$ cat config.mk
export PLATFORM = sky130hd
export DESIGN_NAME = corelet_seq
export DESIGN_NICKNAME = d
export VERILOG_FILES = /design/src/rtl/corelet_seq.sv
export SDC_FILE = /design/constraint.sdc
export NUM_CORES = 1
export LEC_CHECK = 0
export ABC_CLOCK_PERIOD_IN_PS = 4000
export BUFFER_PORTS_ARGS = -buffer_cell sky130_fd_sc_hd__buf_2
export CORE_UTILIZATION = 43
export CTS_BUF_LIST = sky130_fd_sc_hd__clkbuf_4 sky130_fd_sc_hd__clkbuf_8 sky130_fd_sc_hd__clkbuf_16
export DETAILED_ROUTE_END_ITERATION = 8
export GPL_ROUTABILITY_DRIVEN = 0
export PLACE_DENSITY = 0.66
export SETUP_SLACK_MARGIN = 0.05
export SYNTH_ARGS = -nofsm -noshare
export SYNTH_HDL_FRONTEND = slang
export SYNTH_SLANG_ARGS = --single-unit
$ cat constraint.sdc
create_clock -name clk -period 4 [get_ports clk]
set_input_delay 0.2 -clock clk [delete_from_list [all_inputs] [get_ports clk]]
set_output_delay 0.2 -clock clk [all_outputs]
set_load 0.02 [all_outputs]
$ cat src/rtl/corelet_seq.sv
// corelet_seq: run sequencer for a systolic corelet.
//
// One run walks len_kij kernel positions. Each position does the same steps:
//   WFILL  - copy row weight vectors from SRAM into L0
//   WLOAD  - read them out of L0 into the PE array
//   WFLUSH - let the weights propagate for col cycles
//   XFILL  - copy len_nij activation vectors from SRAM into L0
//   XEXEC  - stream them through the array
//   DRAIN  - pop len_onij rows from the OFIFO and accumulate them
// After the last kernel position the sequencer pulses done and returns to IDLE.
//
// Ports
//   clk          rising-edge clock
//   reset        synchronous active-high reset
//   start        one-cycle run request, only honoured in IDLE
//   l0_full      L0 cannot take a write this cycle (fill steps stall)
//   ofifo_valid  OFIFO holds at least one complete row
//   inst[34:0]   instruction word: [0] load, [1] execute, [2] l0_wr,
//                [3] l0_rd, [6] ofifo_rd, [33] acc, other bits always 0
//   xmem_cen     active-low SRAM enable
//   xmem_addr    SRAM read address
//   busy         high whenever the sequencer is not in IDLE
//   done         one-cycle pulse at run completion
//
// inst, xmem_cen and xmem_addr are registered: they show what the sequencer
// decided in the previous cycle.
module corelet_seq #(
    parameter int row      = 8,
    parameter int col      = 8,
    parameter int len_nij  = 36,
    parameter int len_onij = 16,
    parameter int len_kij  = 9
) (
    input  logic        clk,
    input  logic        reset,
    input  logic        start,
    input  logic        l0_full,
    input  logic        ofifo_valid,
    output logic [34:0] inst,
    output logic        xmem_cen,
    output logic [10:0] xmem_addr,
    output logic        busy,
    output logic        done
);

    // One phase counter serves every step, so it is sized for the largest step.
    localparam int MAX_A     = (row > col) ? row : col;
    localparam int MAX_B     = (len_nij > len_onij) ? len_nij : len_onij;
    localparam int PHASE_LIM = (MAX_A > MAX_B) ? MAX_A : MAX_B;
    localparam int PW        = $clog2(PHASE_LIM) + 1;
    localparam int KW        = $clog2(len_kij) + 1;

    localparam logic [PW-1:0] ROW_LAST  = PW'(row - 1);
    localparam logic [PW-1:0] COL_LAST  = PW'(col - 1);
    localparam logic [PW-1:0] NIJ_LAST  = PW'(len_nij - 1);
    localparam logic [PW-1:0] ONIJ_LAST = PW'(len_onij - 1);
    localparam logic [KW-1:0] KIJ_LAST  = KW'(len_kij - 1);

    typedef enum logic [2:0] {
        IDLE,
        WFILL,
        WLOAD,
        WFLUSH,
        XFILL,
        XEXEC,
        DRAIN,
        DONE
    } state_e;

    state_e         state_q, state_d;
    logic [PW-1:0]  cnt_q, cnt_d;
    logic [KW-1:0]  kij_q, kij_d;
    logic [10:0]    addr_q, addr_d;
    logic [34:0]    inst_q, inst_d;
    logic           cen_q, cen_d;
    logic [10:0]    xaddr_q, xaddr_d;

    // Next-state and next-output logic. The SRAM address counter runs on
    // across kernel positions and only restarts when a new run begins; it
    // wraps naturally at 11 bits. A stalled fill cycle changes nothing.
    always_comb begin
        state_d = state_q;
        cnt_d   = cnt_q;
        kij_d   = kij_q;
        addr_d  = addr_q;
        inst_d  = '0;
        cen_d   = 1'b1;
        xaddr_d = addr_q;

        case (state_q)
            IDLE: begin
                if (start) begin
                    state_d = WFILL;
                    cnt_d   = '0;
                    kij_d   = '0;
                    addr_d  = '0;
                end
            end

            WFILL: begin
                if (!l0_full) begin
                    inst_d[2] = 1'b1;
                    cen_d     = 1'b0;
                    addr_d    = addr_q + 11'd1;
                    if (cnt_q == ROW_LAST) begin
                        state_d = WLOAD;
                        cnt_d   = '0;
                    end else begin
                        cnt_d = cnt_q + 1'b1;
                    end
                end
            end

            WLOAD: begin
                inst_d[0] = 1'b1;
                inst_d[3] = 1'b1;
                if (cnt_q == ROW_LAST) begin
                    state_d = WFLUSH;
                    cnt_d   = '0;
                end else begin
                    cnt_d = cnt_q + 1'b1;
                end
            end

            WFLUSH: begin
                if (cnt_q == COL_LAST) begin
                    state_d = XFILL;
                    cnt_d   = '0;
                end else begin
                    cnt_d = cnt_q + 1'b1;
                end
            end

            XFILL: begin
                if (!l0_full) begin
                    inst_d[2] = 1'b1;
                    cen_d     = 1'b0;
                    addr_d    = addr_q + 11'd1;
                    if (cnt_q == NIJ_LAST) begin
                        state_d = XEXEC;
                        cnt_d   = '0;
                    end else begin
                        cnt_d = cnt_q + 1'b1;
                    end
                end
            end

            XEXEC: begin
                inst_d[1] = 1'b1;
                inst_d[3] = 1'b1;
                if (cnt_q == NIJ_LAST) begin
                    state_d = DRAIN;
                    cnt_d   = '0;
                end else begin
                    cnt_d = cnt_q + 1'b1;
                end
            end

            // Only cycles with a row available in the OFIFO count as reads.
            DRAIN: begin
                if (ofifo_valid) begin
                    inst_d[6]  = 1'b1;
                    inst_d[33] = 1'b1;
                    if (cnt_q == ONIJ_LAST) begin
                        cnt_d = '0;
                        if (kij_q == KIJ_LAST) begin
                            state_d = DONE;
                        end else begin
                            state_d = WFILL;
                            kij_d   = kij_q + 1'b1;
                        end
                    end else begin
                        cnt_d = cnt_q + 1'b1;
                    end
                end
            end

            DONE: begin
                state_d = IDLE;
            end

            default: begin
                state_d = IDLE;
            end
        endcase
    end

    // State, counters and registered outputs. Reset aborts any run in place.
    always_ff @(posedge clk) begin
        if (reset) begin
            state_q <= IDLE;
            cnt_q   <= '0;
            kij_q   <= '0;
            addr_q  <= '0;
            inst_q  <= '0;
            cen_q   <= 1'b1;
            xaddr_q <= '0;
        end else begin
            state_q <= state_d;
            cnt_q   <= cnt_d;
            kij_q   <= kij_d;
            addr_q  <= addr_d;
            inst_q  <= inst_d;
            cen_q   <= cen_d;
            xaddr_q <= xaddr_d;
        end
    end

    assign inst      = inst_q;
    assign xmem_cen  = cen_q;
    assign xmem_addr = xaddr_q;
    assign busy      = (state_q != IDLE);
    assign done      = (state_q == DONE);

endmodule

# Yosys cells after proc, flatten, opt, wreduce, memory -nomap -nowiden

Index checks and enable logic that the tools add are counted.

Flip-flop bits (word level): 72
Input bits: 5
Output and inout bits: 49
Logic and storage cells: 84

Add/sub/neg operators: 3
Equality and inequality tests: 23
Multiplexer cells: 35
Bitwise operators: 1
Reductions and logical operators: 13

Operators by type and width:

| cell                                          | count |
|---|---|
| two-way mux 7 bit                             | 7 |
| case mux 7 bit (6 select lines)               | 1 |
| two-way mux 3 bit                             | 11 |
| inequality test 2 bit, second input constant  | 12 |
| case mux 3 bit (8 select lines)               | 1 |
| two-way mux 11 bit                            | 2 |
| case mux 11 bit (2 select lines)              | 1 |
| two-way mux 5 bit                             | 4 |
| == test 3 bit, second input constant          | 4 |
| adder 11 x 1 -> 11 bit, second input constant | 1 |
| case mux 5 bit (2 select lines)               | 1 |
| AND reduction 10 bit                          | 1 |
| AND reduction 5 bit                           | 2 |
| OR reduction 2 bit                            | 4 |
| adder 7 x 1 -> 7 bit, second input constant   | 1 |
| == test 7 x 3 -> 1 bit, second input constant | 1 |
| == test 7 x 4 -> 1 bit, second input constant | 1 |
| == test 7 x 6 -> 1 bit, second input constant | 1 |
| two-way mux 1 bit                             | 7 |
| == test 3 x 2 -> 1 bit, second input constant | 2 |
| nonzero test 6 bit                            | 1 |
| adder 5 x 1 -> 5 bit, second input constant   | 1 |
| == test 5 x 4 -> 1 bit, second input constant | 1 |
| nonzero test 2 bit                            | 2 |
| 5 further kinds                               | 5 |

# Depth between registers and ports, before layout

Word-level depth: 5
Gate-level depth with buffers: 7
Mapped depth without buffers: 7

# Worst setup path before layout

No wires, ideal clock.

Path kind: flip-flop to flip-flop
Start point: reg cnt_q[0]
End point: reg state_q[1]
Arrival time: 2007 ps
Required time: 3883 ps
Setup slack: 1876 ps
Stages on the path, launching flop included: 7
Buffers on the path: 0
Clock period less this slack: 2124 ps
Cells stage by stage: dfxtp_1 ha_1 nor4b_1 nand3b_1 o2bb2ai_1 or4_1 a32o_1

Cells in the longest elaborated chain, start to end: 3
Elaborated cells between the ends (all ways): 10
Classes of those cells: eq/ne: 9; reduce/logical: 1

Ends and longest elaborated chain:

| item                                           | RTL line | RTL |
|---|---|---|
| start, declared                                | 71       | `logic [PW-1:0] cnt_q, cnt_d;` |
| start signal, assigned                         | 200      | `cnt_q <= cnt_d;` |
| == test 7 x 4 -> 1 bit (tied with other cells) | 164      | `if (cnt_q == ONIJ_LAST) begin` |
| inequality test 2 bit (no line)                | --       |  |
| AND reduction 10 bit (no line) *               | --       |  |
| end signal, assigned                           | 199      | `state_q <= state_d;` |
| end, declared                                  | 70       | `state_e state_q, state_d;` |

Every way passes the cells marked *; elsewhere a longest branch is shown, timed or not.
A chain may end at the register's enable or synchronous reset.

# Worst setup path after layout

Ends and elaborated chain as after synthesis.

==> impl_metrics.json <==
{
  "ant_nets": 0,
  "hold_start": "l0_full",
  "dieArea_mm2": 0.00550,
  "tritoncts": "built",
  "place_ws_ns": 1.63,
  "yosysTopAreaCell": "dfxtp_1",
  "power.switching_w": 0.000412,
  "synth_edf_count": 0,
  "hold_buffers": 0,
  "cts_made_buffers": 5,
  "fmax_ghz": 0.417,
  "placed_cells": 345,
  "min_to": "xmem_cen",
  "cp_cell_sequence": "ha_1, nor4b_1, nand3b_1, o2bb2ai_1, or4_1, a32o_1",
  "synth_area_mm2": 0.00224,
  "yosys_most_used_dff": "dfxtp_1",
  "finalCritPeriodShare": 0.600,
  "hold_path_depth": 3,
  "run_status": "finished, final reports clean",
  "track_usage": 0.167,
  "drive_gt1_frac": 0.150,
  "die_w_um": 74.2,
  "hpwl_mm": 3.00,
  "syn_inst": 267,
  "slowest_stage": "or4_1",
  "r2r_start": "cnt_q[0]",
  "fin_nets": 294,
  "required_ns": 4.20,
  "ios": 54,
  "die_h_um": 74.2,
  "r2r-end": "state_q[1]",
  "crit_arrival_ns": 2.60,
  "stdcell_count": 353,
  "io_buffers": 24,
  "ff2ff_setup_slack_ns": 1.60,
  "rsz0062_at_grt": "false",
  "wl_per_cell_um": 11.8,
  "power_leakage_nw": 0.987,
  "worst_pin_slew_ns": 0.652,
  "slew_headroom": 0.562,
  "slew_viol_final": 0,
  "reg2regPathDepth": 6,
  "crit_path_start": "cnt_q[0]",
  "dr.pass1.iters": 4,
  "seqPwrFrac": 0.432,
  "synthTopCellsByCount": "43 x dfxtp_1, 30 x buf_4, 22 x nand2_1",
  "criticalPathCategory": "flip-flop to flip-flop",
  "finalSetupViolCount": 0,
  "synth.most_common_cell": "dfxtp_1",
  "cts_root_buf": "clkbuf_8",
  "rows": 25,
  "ys_async_sr_fraction": 0,
  "slowest_delay_ns": 0.56,
  "first_iter_violations": 179,
  "coreArea_mm2": 0.00488,
  "ys.warnings.count": 0,
  "clock_latency_ns": 0.30,
  "viasPerCell": 5.14,
  "finalSetupTns_ns": 0,
  "grt_pass1_vias": 1525,
  "syn_area_per_cell_um2": 8.39,
  "antenna_cells": 0,
  "fin_util": 0.489,
  "synthTopCellsByArea": "dfxtp_1 38%, buf_4 10%, a21oi_1 4.2%, nor2b_1 3.9%, nand2_1 3.7%",
  "grt_pass1_wl_mm": 7.00,
  "cts-resized-gates": 0,
  "multi_input_area_mm2": 0.00117,
  "fill_cells": 500,
  "clk_pin_slew_ns": 0.08,
  "comb_power_share": 0.278,
  "worst_setup_path_start_kind": "flip-flop",
  "cts.path.max_buffers": 2,
  "path_max_fanout": 9,
  "min_period_ns": 2.40,
  "clock-sinks": 43,
  "cp-end-kind": "flip-flop",
  "min_path_type": "input port to flip-flop",
  "drcViolationCount": 0,
  "antenna_found_initial": 0,
  "p_clk_frac": 0.290,
  "grt_overflow": 0,
  "peakVddDrop_mv": 0.187,
  "hold_violations": 0,
  "fin_ws_ns": 1.60,
  "syn2layout_area_growth_pct": 6.54,
  "power_w": 0.00116,
  "ys_ff_latch": 43,
  "p_per_area_mw_per_mm2": 487,
  "start_util": 0.459,
  "p_int_w": 0.000751,
  "htreeDepth": 2,
  "cts_setup_buffers": 0,
  "finClkSkew_ns": 0.00456,
  "grt_max_degree": 27,
  "cap_violations": 0,
  "vias": 1813,
  "wl_mm": 4.17,
  "synth_top_area_share": 0.384,
  "post_synth_num_cell_types": 49,
  "swShare": 0.354,
  "seq_area_um2": 861,
  "yosysSeqAreaShare": 0.384
}
==> metrics by stage <==
| step | cell area (um^2) | hold slack [ns] |
|---|---|---|
| after CTS | 2390 | 0.160 |
| after detailed placement | 2270 | 0.471 |
| after global routing | 2390 | 0.187 |
| final | 2390 | 0.169 |
| after global placement | 2270 | 0.463 |
| after floorplan | 2340 | 0.318 |
==> flip-flops by register name, summed over array words and instances (netlist names) <==
register and count:
kij_q 5, xmem_addr 11, addr_q 11, xmem_cen 1
state_q 3, cnt_q 7, inst 5
==> cell families after synthesis <==
group / synth area share
flip-flops: 0.384
AO/OA/AOI/OAI: 0.166
multiplexers: 0.00950
AND/OR/NAND/NOR: 0.266
XOR/XNOR: 0.0117
adder cells (fa/ha/maj): 0.0223
other: 0.00167
buffers and inverters: 0.138
==> final cells by class <==
type / instances / area share
Tap cell: 67 / 0.0351
Sequential cell: 43 / 0.361
Clock buffer: 5 / 0.0288
Inverter: 9 / 0.0142
Timing Repair Buffer: 24 / 0.0503
Multi-Input combinational cell: 202 / 0.492
Clock inverter: 3 / 0.0184
==> power by group through the flow <==
stage	registers (W)	logic [W]	clock network, W
floorplan	0.000499	0.000288	0
global placement	0.000509	0.000323	0
detailed placement	0.000512	0.000320	0
CTS	0.000501	0.000323	0.000350
global route	0.000510	0.000363	0.000371
finish	0.000502	0.000324	0.000337
==> worst max-delay path: cells and delay by family, from the launching register on <==
family / cells / cell delay, ns
simple gates: 3 / 1.07
fa+ha+maj: 1 / 0.27
flops: 1 / 0.39
compound gates: 2 / 0.57
==> worst max path at each step <==
| stage | depth (start not counted) | endpoint | slack, ns |
|---|---|---|---|
| 2_1_floorplan | 6 | state_q[1] | 1.88 |
| 5_1_grt | 5 | addr_q[10] | 1.47 |
| 3_3_place_gp | 6 | state_q[1] | 1.72 |
| 6_report | 6 | state_q[1] | 1.60 |
| 3_5_place_dp | 6 | state_q[1] | 1.63 |
| 4_1_cts | 6 | state_q[1] | 1.61 |
==> routing by layer <==
layer / vias to the layer above / wire, um / GRT usage
met4: 0 / 90 / 0.0791
met3: 7 / 217 / 0.0420
met5: - / 0 / 0
met1: 826 / 2060 / 0.223
li1: 925 / - / -
met2: 55 / 1800 / 0.252
==> placed cells by master, fill, tap and decap left out, drive strengths merged, types with 3 or more instances in the layout <==
cell,n
dfxtp,43
conb,29
buf,24
nand2,22
a21oi,19
nor2,17
o21ai,15
nor2b,14
or3,10
inv,9
nand3,7
a31oi,5
clkbuf,5
or4,5
and3,5
nor3,4
o211ai,4
ha,4
o2111ai,3
nand4,3
xor2,3
nor4,3
o2bb2ai,3
No activity file was read; power rests on OpenSTA's default activity.
